--- src/rtl/inv_byte_permutation_unit_if.sv ---
// Byte-stream bundle for the (inverse) ShiftRows permutation unit.
// master drives the input stream and output backpressure; slave is the unit itself.
interface inv_byte_permutation_unit_if;
  logic       in_valid;
  logic [7:0] in_byte;
  logic       in_ready;
  logic       out_valid;
  logic [7:0] out_byte;
  logic       out_ready;
  logic       out_last;

  modport master (
    output in_valid, in_byte, out_ready,
    input  in_ready, out_valid, out_byte, out_last
  );

  modport slave (
    input  in_valid, in_byte, out_ready,
    output in_ready, out_valid, out_byte, out_last
  );
endinterface

--- src/rtl/inv_byte_permutation_unit.sv ---
// Streaming AES (Inv)ShiftRows: collects 16-byte column-major blocks into a
// ping-pong buffer and replays each block in row-shifted order.
module inv_byte_permutation_unit #(
  parameter bit INVERSE = 1'b1
) (
  input  logic                          clk,
  input  logic                          rst,
  input  logic                          rst_synch,
  inv_byte_permutation_unit_if.slave    bus
);

  logic [7:0] mem [0:1][0:15];
  logic [1:0] full;
  logic       wbank;
  logic       rbank;
  logic [3:0] wcnt;
  logic [3:0] rcnt;

  logic in_fire;
  logic out_fire;

  // Output index k = 4c + r reads the byte that sits in the same row, with
  // the column rotated by r; 2-bit arithmetic supplies the mod 4.
  function automatic logic [3:0] src_idx(input logic [3:0] k);
    logic [1:0] r;
    logic [1:0] c;
    logic [1:0] sc;
    r  = k[1:0];
    c  = k[3:2];
    sc = INVERSE ? (c - r) : (c + r);
    return {sc, r};
  endfunction

  assign bus.in_ready  = ~full[wbank];
  assign bus.out_valid = full[rbank];
  assign bus.out_byte  = mem[rbank][src_idx(rcnt)];
  assign bus.out_last  = full[rbank] & (rcnt == 4'd15);

  assign in_fire  = bus.in_valid & bus.in_ready;
  assign out_fire = full[rbank] & bus.out_ready;

  // NOTE: the data banks have no reset; a bank is only read once its full
  // flag proves all 16 bytes were written, so reset flops would buy nothing.
  always_ff @(posedge clk) begin
    if (in_fire && !rst_synch) begin
      mem[wbank][wcnt] <= bus.in_byte;
    end
  end

  // NOTE: sequential state uses non-blocking assignments only, so every
  // right-hand side below sees the pre-edge value regardless of statement order.
  always_ff @(posedge clk or posedge rst) begin
    if (rst) begin
      full  <= 2'b00;
      wbank <= 1'b0;
      rbank <= 1'b0;
      wcnt  <= 4'd0;
      rcnt  <= 4'd0;
    end else if (rst_synch) begin
      full  <= 2'b00;
      wbank <= 1'b0;
      rbank <= 1'b0;
      wcnt  <= 4'd0;
      rcnt  <= 4'd0;
    end else begin
      // Fill and drain never target the same bank: a filling bank is empty,
      // a draining bank is full.
      if (in_fire) begin
        wcnt <= wcnt + 4'd1;
        if (wcnt == 4'd15) begin
          full[wbank] <= 1'b1;
          wbank       <= ~wbank;
        end
      end
      if (out_fire) begin
        rcnt <= rcnt + 4'd1;
        if (rcnt == 4'd15) begin
          full[rbank] <= 1'b0;
          rbank       <= ~rbank;
        end
      end
    end
  end

endmodule
--- src/flat_wrapper.sv ---
// flat-port wrapper written by rule: the top's interface ports become plain ports
module inv_byte_permutation_unit_flat 
#(
  parameter bit INVERSE = 1'b1
)
  (clk, rst, rst_synch, bus_in_valid, bus_in_byte, bus_out_ready, bus_in_ready, bus_out_valid, bus_out_byte, bus_out_last);
  inv_byte_permutation_unit_if bus_i ();
  input  logic clk;
  input  logic rst;
  input  logic rst_synch;
  input wire logic [$bits(bus_i.in_valid)-1:0] bus_in_valid;
  input wire logic [$bits(bus_i.in_byte)-1:0] bus_in_byte;
  input wire logic [$bits(bus_i.out_ready)-1:0] bus_out_ready;
  output wire logic [$bits(bus_i.in_ready)-1:0] bus_in_ready;
  output wire logic [$bits(bus_i.out_valid)-1:0] bus_out_valid;
  output wire logic [$bits(bus_i.out_byte)-1:0] bus_out_byte;
  output wire logic [$bits(bus_i.out_last)-1:0] bus_out_last;
  assign bus_i.in_valid = bus_in_valid;
  assign bus_i.in_byte = bus_in_byte;
  assign bus_i.out_ready = bus_out_ready;
  assign bus_in_ready = bus_i.in_ready;
  assign bus_out_valid = bus_i.out_valid;
  assign bus_out_byte = bus_i.out_byte;
  assign bus_out_last = bus_i.out_last;
  inv_byte_permutation_unit #(.INVERSE(INVERSE)) u_core (.clk(clk), .rst(rst), .rst_synch(rst_synch), .bus(bus_i));
endmodule
--- config.mk ---
export PLATFORM = sky130hd
export DESIGN_NAME = inv_byte_permutation_unit_flat
export DESIGN_NICKNAME = d
export VERILOG_FILES = /design/src/rtl/inv_byte_permutation_unit_if.sv /design/src/rtl/inv_byte_permutation_unit.sv /design/src/flat_wrapper.sv
export SDC_FILE = /design/constraint.sdc
export NUM_CORES = 1
export LEC_CHECK = 0
export CORE_MARGIN = 10
export CORE_UTILIZATION = 61
export CTS_CLUSTER_DIAMETER = 150
export DETAILED_ROUTE_END_ITERATION = 8
export GPL_ROUTABILITY_DRIVEN = 1
export PLACE_DENSITY = 0.88
export SKIP_LAST_GASP = 1
export SYNTH_ARGS = -nofsm -noshare
export SYNTH_HDL_FRONTEND = slang
export SYNTH_SLANG_ARGS = --single-unit
--- constraint.sdc ---
create_clock -name clk -period 3.25 [get_ports clk]
set_clock_uncertainty 0.15 [all_clocks]
set_input_delay 0.975 -clock clk [delete_from_list [all_inputs] [get_ports clk]]
set_output_delay 0.975 -clock clk [all_outputs]
set_load 0.005 [all_outputs]
; ---- Yosys cells after proc, flatten, opt, wreduce, memory -nomap -nowiden
; Memory sizes are Yosys's and may differ from the RTL's.
; Cells that the tools add are included.
[totals]
register_bits = 12
ram_bits = 256
input_bits = 13
out_inout_bits = 11
wordCells = 71
mem_count = 1
[classes]
n_addsub = 3
order_cmp = 7
n_eq_ne = 2
muxes = 31
n_bitwise = 11
reduce_logical = 11
[mem_list]
columns = memory, words, word_bits, rd, rd_clocked_by_memory_dff, write_ports, line
row1 = u_core.mem, 2, 128, 1, 0, 1, inv_byte_permutation_unit.sv:12  ; logic [7:0] mem [0:1][0:15];
[op_table]
columns = cell, count
row1 = 128-bit two-way mux, 1
row2 = 8-bit binary-select mux with 4-bit select, 1
row3 = 8-bit demux with 4-bit select, 1
row4 = 8-bit two-way mux, 3
row5 = 4-bit two-way mux, 4
row6 = 1-bit two-way mux, 13
row7 = 2-bit two-way mux, 6
row8 = "5-bit >= comparator, second input constant", 2
row9 = 4-bit NOT with 5-bit output, 2
row10 = "4-bit by 1-bit adder with 4-bit output, second input constant", 2
row11 = "4-bit equality test, second input constant", 2
row12 = 2-bit nonzero test, 4
row13 = "5-bit by 1-bit less-than comparator with 1-bit output, second input constant", 1
row14 = 1-bit logical AND, 4
row15 = "1-bit by 2-bit less-than comparator with 1-bit output, second input constant", 2
row16 = 2-bit AND reduction, 2
row17 = 1-bit AND, 3
row18 = 1-bit NOT, 3
row19 = 2-bit AND, 1
row20 = 1-bit demux with 1-bit select, 2
row21 = "1-bit >= comparator, second input constant", 2
row22 = 2-bit NOT, 1
row23 = 2-bit bitwise OR, 1
row24 = 2-bit subtractor, 1
row25 = 1-bit logical NOT, 1

; ---- Logic depth before layout (Yosys ltp)
[logic_depth]
ltp_word = 12
ltp_mapped = 8
ltp_nobuf = 6

; ---- Worst setup path before layout
; Ideal clock, no wire load.
[synth_timing]
kind = register to output
start = register u_core.rcnt[0]
end = output bus_out_byte[2]
arrival_time_ns = 1.872
required_time_ns = 2.125
slack_ns = 0.253
path_stages_with_launch = 8
n_path_buf = 2
path_cell_list = dfrtp_1 > ha_1 > buf_2 > clkbuf_1 > mux4_2 > mux2i_1 > o221ai_1 > o21a_1
[synth_between]
elab_chain_cells = 5
[synth_rtl]
columns = item, line
row1 = "start, declared", inv_byte_permutation_unit.sv:17  ; logic [3:0] rcnt;
row2 = "start signal, assigned", inv_byte_permutation_unit.sv:76  ; rcnt <= rcnt + 4'd1;
row3 = 2-bit subtractor, inv_byte_permutation_unit.sv:30  ; sc = INVERSE ? (c - r) : (c + r);
row4 = 4-bit NOT with 5-bit output (not written as such) (*), inv_byte_permutation_unit.sv:36  ; assign bus.out_byte = mem[rbank][src_idx(rcnt)];
row5 = 8-bit binary-select mux with 4-bit select (*), inv_byte_permutation_unit.sv:36
row6 = 8-bit two-way mux (not written as such) (*) (2 in series), inv_byte_permutation_unit.sv:36
row7 = "end, declared", flat_wrapper.sv:16  ; output wire logic [$bits(bus_i.out_byte)-1:0] bus_out_byte;
; Every way passes the cells marked *; elsewhere a longest branch is shown, timed or not. The select of a mux whose other input is x is not followed.

; ---- Final worst setup path
[layout_timing]
start = register u_core.rbank
end = output bus_out_byte[4]
[layout_between]
elab_chain_cells = 4
[layout_rtl]
columns = item, line
row1 = "start, declared", inv_byte_permutation_unit.sv:15  ; logic rbank;
row2 = "start signal, assigned", inv_byte_permutation_unit.sv:79  ; rbank <= ~rbank;
row3 = memory 2 x 128 bit, n/a
row4 = 8-bit binary-select mux with 4-bit select, inv_byte_permutation_unit.sv:36
row5 = 8-bit two-way mux (not written as such) (2 in series), inv_byte_permutation_unit.sv:36
; Every way passes these cells. The select of a mux whose other input is x is not followed.

==> run metrics <==
clk buf depth 3; via count 6517; area taken by multi-input logic gates 2766 µm²; failing checks negative setup slack; post-layout util 0.7577; H-tree depth 1; CP arrival 2.85 ns; layout cell share with drive strength beyond 1 0.3578; Die Wd 152.9 µm; drt via density 7.290; fin cells 894; fin. max-slew vios 0; fill count 784; Final setup viols 11; CTS buffer count 26; min-delay worst type flop to flop; Seq/Total Area, Yosys 0.7419; status finished with violations; die area 23360 µm²; CORE AREA 17300 µm²; CTS tree built; Clock transition at path regs 0.07 ns; DP HPWL 15.13 mm; final setup margin -0.7217 ns; Max Cap Violations 0; Req. time, crit path 2.12 ns; Fmax achieved 251.8 MHz; top_reg_cell synth edfxtp_1; DRC errors left 0; initial core utilization 0.6225; RSZ-0062 raised after global routing true; post-placement cell count 819; TNS Setup -4.996 ns; Slew HR 0.5741; Total Wirelength 32.24 mm; Register Area 7993 µm²; worst-margin pin slew 0.6369 ns; post-synthesis cell type count 36; area grow syn2layout 21.73%; VDD IR-drop max 0.0006770 V; wire length per cell after detailed routing 36.07 µm; Syn Nets 549; Fin. Hold Viols 0; number of port buffers 23; Nets 669; synthesized netlist cell count 530; antenna violation net count after detailed routing 0; fin crit period 3.972 ns; GRT overflow 0; largest net degree at the start of global routing 33; dpl ws -0.3972 ns; Root Buffer Master clkbuf_16; later-pin clock latency in the skew report 0.54 ns; First DRT Iteration DRCs 1083; GRT Util Overall 0.2610; asr flop ratio synth 0.04478; RePlAce Congestion 0.8364; WS Path Type flop to primary output; first-pass GRT wire length 45.50 mm; Leak 4.386 nW; syn_area_per_cell 20.31 µm²; initial antenna violation count 1; CP max FO 9; site row count 48; Post-synth EDFFs 256; vias in the first global route 6348; Tcrit/Tclk final 1.222; #FFs+latches synth 268; Cell Area, Synth 10770 µm²; P per Cell Area 538.6 nW/µm²; IO Pins 24; setup slack, reg-to-reg 0.26 ns; DRT Pass-1 Iters 5; crit end category primary output; Hold-fix buffers, CTS 0; synth warn 0; Startpoint Class flop; Chip Height 152.9 µm; clock sinks 268
[worst paths after layout]
check | startpoint | endpoint | cells past startpoint
worst max register to register | u_core.wbank | u_core.mem[1][121] | 5
max in group asynchronous | rst | u_core.rbank | 2
worst max-delay path | u_core.rbank | bus_out_byte[4] | 7
min in group asynchronous | rst | u_core.rcnt[0] | 2
worst min-delay path | u_core.rcnt[3] | u_core.rcnt[3] | 2
worst min register to register | u_core.rcnt[3] | u_core.rcnt[3] | 2
[final cells by class]
| type | instances | area share |
|---|---|---|
| Timing Repair Buffer | 119 | 0.09174 |
| Clock inverter | 11 | 0.009833 |
| Sequential cell | 268 | 0.6098 |
| Clock buffer | 35 | 0.05384 |
| Antenna cell | 1 | 0.0001909 |
| Tap cell | 225 | 0.02148 |
| Multi-Input combinational cell | 228 | 0.2111 |
| Inverter | 7 | 0.002005 |
[through the flow]
stage / cell area [µm²] / hold slack [ns] / power (mW)
floorplan: 10770 / 0.3867 / 3.916
global placement: 11730 / 0.4200 / 4.015
detailed placement: 11730 / 0.4309 / 4.029
CTS: 12880 / 0.4836 / 7.003
global route: 13110 / 0.5195 / 7.183
finish: 13110 / 0.5035 / 7.059
[registers in the layout (all words and copies together), names as in the netlist]
| name | cells |
|---|---|
| u_core.mem | 256 |
| u_core.wcnt | 4 |
| u_core.wbank | 1 |
| u_core.full | 2 |
| u_core.rcnt | 4 |
| u_core.rbank | 1 |
[timing repair]
action,CTS,global route
buffers inserted,15,11
endpoints found under the setup margin,10,9
resized for setup,80,19
gates cloned,1,2
pin swaps,4,1
[power breakdown]
group / switching [mW] / leakage (nW) / internal, mW
logic: 0.122 / 1.52 / 0.0579
registers: 0.00928 / 2.47 / 3.79
clock network: 1.32 / 0.405 / 1.76
total: 1.45 / 4.39 / 5.61
[Yosys cell counts (3+ instances only)]
cell / n / area share
buf_2: 7 / 0.0033
buf_4: 5 / 0.0035
clkbuf_1: 9 / 0.0031
dfrtp_1: 12 / 0.028
edfxtp_1: 256 / 0.71
ha_1: 6 / 0.0070
inv_1: 7 / 0.0024
mux2_2: 15 / 0.016
mux2i_1: 38 / 0.035
mux4_1: 8 / 0.020
mux4_2: 51 / 0.11
nand2_1: 11 / 0.0038
nand3_1: 7 / 0.0033
nand3b_1: 3 / 0.0021
nor2_1: 41 / 0.014
nor3_1: 4 / 0.0019
o21a_1: 5 / 0.0035
o21ai_0: 5 / 0.0023
o221ai_1: 5 / 0.0041
o22ai_1: 5 / 0.0029
xnor2_1: 4 / 0.0033
xor2_1: 6 / 0.0049
[critical path: stages, from the launching register on]
cell and delay [ns]:
dfrtp_4 0.48, buf_12 0.16, clkbuf_16 0.18, mux4_1 0.70
mux2i_1 0.22, mux2i_1 0.11, mux2_4 0.30, buf_6 0.13
[cell usage in the layout, fill, tap and decap left out, types with 6 or more instances in the layout]
| cell | netlist | final |
|---|---|---|
| edfxtp_1 | 256 | 256 |
| buf_4 | 5 | 72 |
| mux4_2 | 51 | 54 |
| nor2_1 | 41 | 41 |
| clkbuf_16 | 0 | 29 |
| mux2i_1 | 38 | 23 |
| buf_12 | 2 | 14 |
| clkdlybuf4s50_1 | 0 | 13 |
| mux2_2 | 15 | 11 |
| nand2_1 | 11 | 11 |
| dfrtp_1 | 12 | 10 |
| buf_6 | 1 | 9 |
| mux2i_2 | 0 | 8 |
| clkbuf_1 | 9 | 8 |
| inv_1 | 7 | 7 |
| nand3_1 | 7 | 7 |
| mux2i_4 | 0 | 7 |
| xor2_1 | 6 | 6 |
| buf_2 | 7 | 6 |
[per-layer routing]
metal | share of wire | wire length [µm] | track usage | vias to the layer above
li1 | - | - | - | 2400
met1 | 0.31 | 10080 | 0.3234 | 3180
met2 | 0.49 | 15760 | 0.4336 | 760
met3 | 0.13 | 4207 | 0.05612 | 177
met4 | 0.068 | 2198 | 0.1181 | 0
met5 | 0 | 0 | 0 | -
[cell families (layout without fill, tap and decap cells)]
logic type      after synthesis  after routing  synth area share
compound gates               25             25           0.01592
xor+xnor                     10             10          0.008134
fa+ha+maj                     6              6          0.006973
buf+inv                      34            172           0.01883
flops                       268            268            0.7419
mux                         112            112            0.1772
other cells                   0              1                 0
simple gates                 75             75           0.03103
No activity file was read; power rests on OpenSTA's default activity.
